==> config.mk <==
export PLATFORM = sky130hd
export DESIGN_NAME = orb_descriptor_controller
export DESIGN_NICKNAME = d
export VERILOG_FILES = /design/src/rtl/orb_descriptor_controller.sv
export SDC_FILE = /design/constraint.sdc
export NUM_CORES = 1
export LEC_CHECK = 0
export CAP_MARGIN = 20
export CORE_ASPECT_RATIO = 2
export CORE_UTILIZATION = 45
export CTS_CLUSTER_DIAMETER = 80
export DETAILED_ROUTE_END_ITERATION = 8
export HOLD_SLACK_MARGIN = 0.06
export PLACE_DENSITY = 0.78
export SLEW_MARGIN = 10
export SYNTH_ARGS = -nofsm -noshare
export SYNTH_HDL_FRONTEND = slang
export SYNTH_SLANG_ARGS = --single-unit
==> constraint.sdc <==
create_clock -name clk -period 9.3 [get_ports clk]
set_input_delay 0.93 -clock clk [delete_from_list [all_inputs] [get_ports clk]]
set_output_delay 0.93 -clock clk [all_outputs]
set_load 0.01 [all_outputs]
==> src/rtl/orb_descriptor_controller.sv <==
// ORB descriptor sequencer for a 37x37 patch window.
// Streams columns into the window and, for each keypoint, freezes the window,
// quantises the orientation and walks the steered pair pattern into a descriptor.
// Ports: clk/reset_n; in_pix_valid/out_pix_ready column handshake; in_kp_flag,
// in_flush_req; out_win_* window control/coords; in_win_* window data/moments;
// out_pat_addr/in_pat_coord* pattern ROM; out_desc* descriptor to FIFO with
// in_desc_ready.
module orb_descriptor_controller #(
    parameter int LUMA_BITS   = 8,
    parameter int COORD_BITS  = 6,
    parameter int MOMENT_BITS = 24,
    parameter int NUM_PAIRS   = 256,
    parameter int PAIR_BITS   = 8
) (
    input  logic                          clk,
    input  logic                          reset_n,
    input  logic                          in_pix_valid,
    output logic                          out_pix_ready,
    input  logic                          in_kp_flag,
    input  logic                          in_flush_req,
    output logic                          out_win_valid,
    output logic                          out_win_flush,
    output logic                          out_win_mode,
    output logic [2*COORD_BITS-1:0]       out_win_coord1,
    output logic [2*COORD_BITS-1:0]       out_win_coord2,
    input  logic                          in_win_patch_valid,
    input  logic [LUMA_BITS-1:0]          in_win_pix1,
    input  logic [LUMA_BITS-1:0]          in_win_pix2,
    input  logic signed [MOMENT_BITS-1:0] in_win_xmoment,
    input  logic signed [MOMENT_BITS-1:0] in_win_ymoment,
    output logic [3+PAIR_BITS:0]          out_pat_addr,
    input  logic [2*COORD_BITS-1:0]       in_pat_coord1,
    input  logic [2*COORD_BITS-1:0]       in_pat_coord2,
    output logic [NUM_PAIRS-1:0]          out_desc,
    output logic [3:0]                    out_desc_bin,
    output logic                          out_desc_valid,
    input  logic                          in_desc_ready
);

    localparam int AW       = MOMENT_BITS + 10;
    localparam int WIN_COLS = 37;

    typedef enum logic [2:0] {
        FLUSH, FILL, STREAM, ANGLE, SAMPLE, DRAIN, OUTPUT
    } state_t;

    state_t state, state_nx;

    logic signed [MOMENT_BITS-1:0] xm_q, ym_q;
    logic [3:0]           bin_q, bin_c;
    logic [3+PAIR_BITS:0] addr_q;
    logic [NUM_PAIRS-1:0] desc_q;
    logic                 v1_q, v2_q;
    logic                 drain_q, flush_q, mode_q, valid_q;
    logic                 hold_q;
    logic [5:0]           col_q;
    logic                 pix_ready, kp_take, last_pair;

    assign last_pair = &addr_q[PAIR_BITS-1:0];

    always_comb begin
        state_nx  = state;
        pix_ready = 1'b0;
        kp_take   = 1'b0;
        unique case (state)
            FLUSH:  if (flush_q) state_nx = FILL;
            FILL: begin
                pix_ready = 1'b1;
                if (in_win_patch_valid) state_nx = STREAM;
            end
            STREAM: begin
                // hold_q keeps a stale patch from re-triggering after a descriptor
                kp_take   = in_win_patch_valid & in_kp_flag & ~hold_q;
                pix_ready = ~kp_take;
                if (kp_take) state_nx = ANGLE;
            end
            ANGLE:  state_nx = SAMPLE;
            SAMPLE: if (last_pair) state_nx = DRAIN;
            DRAIN:  if (drain_q) state_nx = OUTPUT;
            OUTPUT: if (in_desc_ready) state_nx = STREAM;
            default: state_nx = FLUSH;
        endcase
        if (in_flush_req) state_nx = FLUSH;
    end

    // Orientation: sector thresholds are 64*tan(11.25/33.75/56.25/78.75 deg)
    logic                   x_neg, y_neg;
    logic [MOMENT_BITS-1:0] xmag, ymag;
    logic [AW-1:0]          ax, ay, ay64;
    logic [3:0]             s;

    always_comb begin
        x_neg = xm_q[MOMENT_BITS-1];
        y_neg = ym_q[MOMENT_BITS-1];
        xmag  = x_neg ? (~xm_q + 1'b1) : xm_q;
        ymag  = y_neg ? (~ym_q + 1'b1) : ym_q;
        ax    = {{10{1'b0}}, xmag};
        ay    = {{10{1'b0}}, ymag};
        ay64  = ay << 6;
        s     = {3'b0, ay64 > ax * AW'(13)}
              + {3'b0, ay64 > ax * AW'(43)}
              + {3'b0, ay64 > ax * AW'(96)}
              + {3'b0, ay64 > ax * AW'(322)};
        bin_c = s;
        unique case ({x_neg, y_neg})
            2'b00: bin_c = s;
            2'b10: bin_c = 4'd8 - s;
            2'b11: bin_c = 4'd8 + s;
            2'b01: bin_c = 4'd0 - s;
        endcase
    end

    always_ff @(posedge clk or negedge reset_n) begin
        if (!reset_n) begin
            state   <= FLUSH;
            flush_q <= 1'b0;
            mode_q  <= 1'b1;
            valid_q <= 1'b0;
            xm_q    <= '0;
            ym_q    <= '0;
            bin_q   <= '0;
            addr_q  <= '0;
            drain_q <= 1'b0;
            v1_q    <= 1'b0;
            v2_q    <= 1'b0;
            desc_q  <= '0;
            hold_q  <= 1'b0;
            col_q   <= '0;
        end else begin
            state   <= state_nx;
            flush_q <= (state_nx == FLUSH);
            mode_q  <= (state_nx == FLUSH) || (state_nx == FILL) ||
                       (state_nx == STREAM);
            valid_q <= (state_nx == OUTPUT);
            drain_q <= (state == DRAIN) & ~drain_q;

            if (kp_take) begin
                xm_q <= in_win_xmoment;
                ym_q <= in_win_ymoment;
            end

            if (state == ANGLE) begin
                bin_q  <= bin_c;
                addr_q <= {bin_c, {PAIR_BITS{1'b0}}};
            end else if (state == SAMPLE) begin
                addr_q[PAIR_BITS-1:0] <= addr_q[PAIR_BITS-1:0] + 1'b1;
            end

            // v1: ROM data on coords, v2: window pixels present
            if (in_flush_req) begin
                v1_q   <= 1'b0;
                v2_q   <= 1'b0;
                desc_q <= '0;
            end else begin
                v1_q <= (state == SAMPLE);
                v2_q <= v1_q;
                if (v2_q)
                    desc_q <= {in_win_pix1 < in_win_pix2,
                               desc_q[NUM_PAIRS-1:1]};
            end

            if (state == OUTPUT && state_nx == STREAM) begin
                hold_q <= 1'b1;
                col_q  <= '0;
            end else if (state_nx == FLUSH) begin
                hold_q <= 1'b0;
            end else if (hold_q && out_win_valid) begin
                if (col_q == 6'(WIN_COLS - 1)) hold_q <= 1'b0;
                col_q <= col_q + 1'b1;
            end
        end
    end

    assign out_pix_ready  = pix_ready;
    assign out_win_valid  = pix_ready & in_pix_valid;
    assign out_win_flush  = flush_q;
    assign out_win_mode   = mode_q;
    assign out_win_coord1 = in_pat_coord1;
    assign out_win_coord2 = in_pat_coord2;
    assign out_pat_addr   = addr_q;
    assign out_desc       = desc_q;
    assign out_desc_bin   = bin_q;
    assign out_desc_valid = valid_q;

endmodule
* Yosys cells after proc, flatten, opt, wreduce, memory -nomap -nowiden *
Cells that the tools add are included.

cells by class
  add/subtract/negate cells = 10
  multipliers = 4
  $lt $le $gt $ge = 5
  equality and inequality tests = 14
  muxes and demuxes = 26
  bitwise gates (word level) = 9
  reductions and logical operators = 15

operator list
  operator               number
  $mux 256               2
  $add 24x1->24 const B  2
  $mux 24                2
  $not 24->24            2
  $gt 30x33->1           1
  $mul 24x8->32 const B  1
  $gt 30x31->1           1
  $gt 30x28->1           1
  $gt 30x30->1           1
  $mul 24x6->30 const B  1
  $mul 24x4->28 const B  1
  $mul 24x2->26 const B  1
  $mux 3                 7
  $pmux 3 s7             1
  $mux 6                 3
  $mux 8                 2
  $pmux 4 s4             1
  $eq 3x3->1 const B     4
  $eq 3x2->1 const B     3
  $add 8x1->8 const B    1
  $lt 8x8->1             1
  $reduce_and 8->1       1
  $mux 1                 7
  $add 6x1->6 const B    1
  21 further kinds       35

word-level totals
  bits in registers = 332
  input bits = 95
  output and inout port bits = 301

* Logic depth before layout (Yosys ltp) *
  depth after elaboration = 10
  mapped depth = 42

* Worst setup path after synthesis *
Ideal clock, no wire load.

  path kind = flip-flop to flip-flop
  start = register xm_q[11]
  end = register addr_q[9], in the netlist out_pat_addr[9]
  library setup time = 125 ps
  arrival = 9,209 ps
  slack = -34 ps
  stages on the path, launching flop included = 40
  path buffers = 1
  path through = dfrtp_1 -> or4_4 -> or4b_1 -> buf_2 -> or2_2 -> o41ai_1 -> xor2_1 -> inv_1 -> ha_1 -> inv_1 -> fa_1 -> fa_1 -> inv_1 -> ha_1 -> a21oi_1 -> nand2_1 -> nor2_1 -> a21oi_1 -> [4 not listed] -> a21o_1 -> a21o_1 -> a21o_1 -> a21o_1 -> a21o_1 -> a21o_1 -> a21o_1 -> a2111oi_0 -> a21oi_1 -> fa_1 -> ha_1 -> inv_1 -> ha_1 -> inv_1 -> ha_1 -> nand2_1 -> o21ai_0 -> mux2_2

on the way
  word-level cells in the longest chain between the ends = 10

RTL lines
  what                                            RTL line  source
  start, declared                                 49        logic signed [MOMENT_BITS-1:0] xm_q, ym_q;
  start signal, assigned                          138       xm_q <= in_win_xmoment;
  $not 24->24                                     95        xmag = x_neg ? (~xm_q + 1'b1) : xm_q;
  $add 24x1->24                                   95
  $mux 24 (*)                                     95
  $mul 24x4->28 or $mul 24x6->30 (tied branches)  100, 101
  $gt 30x28->1 or $gt 30x30->1 (tied branches)    100, 101
  $add 1x1->2                                     101       + {3'b0, ay64 > ax * AW'(43)}
  $add 2x1->3                                     102       + {3'b0, ay64 > ax * AW'(96)}
  $add 3x1->4 (*)                                 103       + {3'b0, ay64 > ax * AW'(322)};
  $sub 1x4->4 (tied with other cells)             109       2'b01: bin_c = 4'd0 - s;
  $pmux 4 s4 (*)                                  105       unique case ({x_neg, y_neg})
  end signal, assigned                            144       addr_q <= {bin_c, {PAIR_BITS{1'b0}}};
  end signal, assigned by index                   146       addr_q[PAIR_BITS-1:0] <= addr_q[PAIR_BITS-1:0] + 1'b1;
  end, declared                                   51        logic [3+PAIR_BITS:0] addr_q;

Every way passes the cells marked *; elsewhere a longest branch is shown, timed or not.
A chain may end at the register's enable or synchronous reset.

* Worst setup path in the final report *
  start = register xm_q[3]
  end = register addr_q[9], in the netlist out_pat_addr[9]

The elaborated chain is that of the path after synthesis.

==> flow_metrics.env <==
export IMPL_wl_um=89700
export IMPL_max_slew_worst_pin_slew_ns=1.17
export IMPL_vias=21100
export IMPL_h_tree_depth=1
export IMPL_status="completed"
export IMPL_cp_arrival_ns=9.43
export IMPL_ios=396
export IMPL_grt_pass1_vias=22000
export IMPL_root_buffer="clkbuf_16"
export IMPL_clk_pin_slew_ns=0.07
export IMPL_grt_max_degree=162
export IMPL_synth_ff_type="dfrtp_1"
export IMPL_dpl_hpwl_um=67300
export IMPL_drt_iter0_drc=1096
export IMPL_cts_hold_buf=0
export IMPL_cts_buffer_depth=3
export IMPL_finalCritPeriodShare_pct=96.0
export IMPL_synth_warning_count=0
export IMPL_die_h_um=340
export IMPL_netlist_instances=2607
export IMPL_drive_gt1_share_pct=8.63
export IMPL_finalInstanceArea_um2=31500
export IMPL_rows=123
export IMPL_path_class="flop to flop"
export IMPL_crit_required_ns=9.80
export IMPL_fp_dieW_um=171
export IMPL_worst_path_max_delay_cell="or4_4"
export IMPL_grt_antenna_before_repair=20
export IMPL_slew_viol_final=0
export IMPL_seq_area_um2=8310
export IMPL_maxCapViolations=0
export IMPL_detail_route_antenna_nets=0
export IMPL_slew_headroom_pct=21.4
export IMPL_via_per_inst=5.64
export IMPL_cpPeakStageDelay_ns=0.61
export IMPL_yosys_register_bits=332
export IMPL_post_drt_wl_per_cell_um=23.9
export IMPL_critical_path_buf_inv_count=4
export IMPL_cp_top_family="compound AO/OA/AOI/OAI gates"
export IMPL_gp_congestion=1.02
export IMPL_die_area_um2=58100
export IMPL_min_period_ns=8.93
export IMPL_core_um2=56300
export IMPL_fillCellCount=4997
export IMPL_start_util_pct=45.6
export IMPL_placed_area_um2=30200
export IMPL_drc=0
export IMPL_insertion_delay_ns=0.62
export IMPL_firstDrtPassIters=5
export IMPL_critPathLaunchType="flop"
export IMPL_finalClockSkew_ns=0.0229
export IMPL_worst_path_max_fanout=7
export IMPL_synth_edf_count=0
export IMPL_synth_nets=3090
export IMPL_overflow=0
export IMPL_hold_path_class="primary input to asynchronous set/reset pin"
export IMPL_final_setup_viol_count=0
export IMPL_tritoncts="done"
export IMPL_clock_sinks=332
export IMPL_synthesis_area_um2=25700
export IMPL_areaGrowthSynthToFinish_pct=22.8
export IMPL_nNetsFinal=3436
export IMPL_max_freq_ghz=0.112
export IMPL_grt_usage_pct=31.8
export IMPL_fin_hold_ws_ns=0.380
export IMPL_finalHoldViolCount=0
export IMPL_ys_seq_area_share_pct=32.4
export IMPL_crit_top_cell="a21o_1"
export IMPL_synthDistinctLibCells=85
export IMPL_io_buffers=347
export IMPL_synthArstFlopShare_pct=100
export IMPL_crit_path_end_kind="flop"
export IMPL_synth_area_per_cell_um2=9.85
export IMPL_cts_buffers=31
export IMPL_grt_pass1_wl_um=135000
export IMPL_multi_input_area_um2=16100
## final timing paths
check	startpoint	slack, ns	endpoint	cells after the start
worst min-delay path	reset_n	0.38	out_desc[121]$_DFFE_PN0P_	1
min in group clk	v1_q$_DFF_PN0_	0.47	v2_q$_DFF_PN0_	1
max in group asynchronous	reset_n	6.63	xm_q[23]$_DFFE_PN0P_	3
worst max register to register	xm_q[3]$_DFFE_PN0P_	0.37	out_pat_addr[9]$_DFFE_PN0N_	36
worst max-delay path	xm_q[3]$_DFFE_PN0P_	0.37	out_pat_addr[9]$_DFFE_PN0N_	36
worst min register to register	v1_q$_DFF_PN0_	0.47	v2_q$_DFF_PN0_	1
## metal layers
metal | wire, µm | vias to the layer above | track usage, %
met5 | 16 | - | 0
met4 | 7880 | 2 | 24.7
met3 | 8030 | 321 | 12.4
met2 | 44300 | 861 | 53.5
met1 | 29500 | 10200 | 30.8
li1 | - | 9712 | -
## cell type report
cell class / instances / area share (%)
timing repair buffer: 432 / 13.2
inverter: 240 / 2.87
tap: 750 / 2.98
clock buffer: 42 / 2.78
antenna: 20 / 0.159
sequential: 332 / 26.4
clock inverter: 15 / 0.615
multi-input combinational: 1916 / 51.1
## logic make-up (layout without fill, tap and decap cells)
logic type / Yosys count / after routing / share of synthesized area [%]
AO/OA/AOI/OAI: 409 / 409 / 10.9
XOR/XNOR: 158 / 158 / 5.59
adder cells (fa/ha/maj): 389 / 389 / 21.3
buffers and inverters: 359 / 729 / 5.73
flip-flops: 332 / 332 / 32.4
multiplexers: 312 / 312 / 12.5
other: 0 / 20 / 0
AND/OR/NAND/NOR: 648 / 648 / 11.7
## through the flow
step	setup slack [ns]	std cells	utilization [%]	setup TNS, ns
2_1_floorplan	0.0376	2607	-	0
3_3_place_gp	0.133	3666	53.6	0
3_5_place_dp	0.0250	3666	53.6	0
4_1_cts	0.00214	3724	55.5	0
5_1_grt	-0.00657	3741	56.0	-0.00657
6_report	0.373	3747	56.0	0
## cells in the final DEF, fill, tap and decap left out, drive strengths merged, types with 21 or more instances in the layout
cell             n
buf             86
clkbuf          43
a21o            88
dfrtp          331
nor3            26
mux2i          261
nand3           36
nor2b           21
clkdlybuf4s50  345
inv            239
nor2           335
xor2            67
fa              79
a21oi          102
nand4           30
ha             309
xnor2           91
o21ai           66
nand2           89
mux2            51
## timing repair
| item | in CTS | in global routing |
|---|---|---|
| hold endpoints to repair | 0 | 0 |
| pin swaps | 2 | 5 |
| gates resized for setup | 0 | 39 |
| setup buffers | 1 | 3 |
| setup endpoints to repair | 2 | 3 |
## registers in the layout, summed over array words and instances, names as in the netlist
register,flops
out_win_mode,1
drain_q,1
v2_q,1
v1_q,1
hold_q,1
col_q,6
out_desc,256
out_pat_addr,12
state,3
out_desc_valid,1
out_win_flush,1
ym_q,24
xm_q,24
## Yosys cell counts, types with 6 or more instances
cell type,n,share of area [%]
nor4_1,11,0.27
a31oi_1,13,0.32
inv_1,237,3.5
buf_4,28,0.82
o21ai_0,63,1.2
o21a_1,14,0.41
a2111oi_0,6,0.20
o211ai_1,8,0.23
and2_1,7,0.17
xor2_1,66,2.3
nand3b_1,8,0.23
a211o_1,6,0.20
xnor2_1,88,3.0
nand2b_1,18,0.44
nor4b_1,6,0.20
nand4_1,30,0.73
mux2_2,51,2.2
nand2_1,88,1.3
a21oi_1,102,2.0
a211oi_1,10,0.29
dfrtp_1,331,32
mux2i_1,260,10
and3_1,13,0.32
nor2_1,334,4.9
or2_2,11,0.27
buf_1,33,0.48
nor3_1,26,0.51
nand3_1,36,0.70
clkbuf_1,52,0.76
fa_1,79,6.2
nor2b_1,21,0.51
o31ai_1,12,0.35
or3_1,15,0.37
o41ai_1,11,0.38
o21bai_1,16,0.47
ha_1,309,15
a21o_1,88,2.6
Power is left out: the tool's default activity adds up to more than one toggle a clock period on the data nets, which glitch-free logic cannot reach.
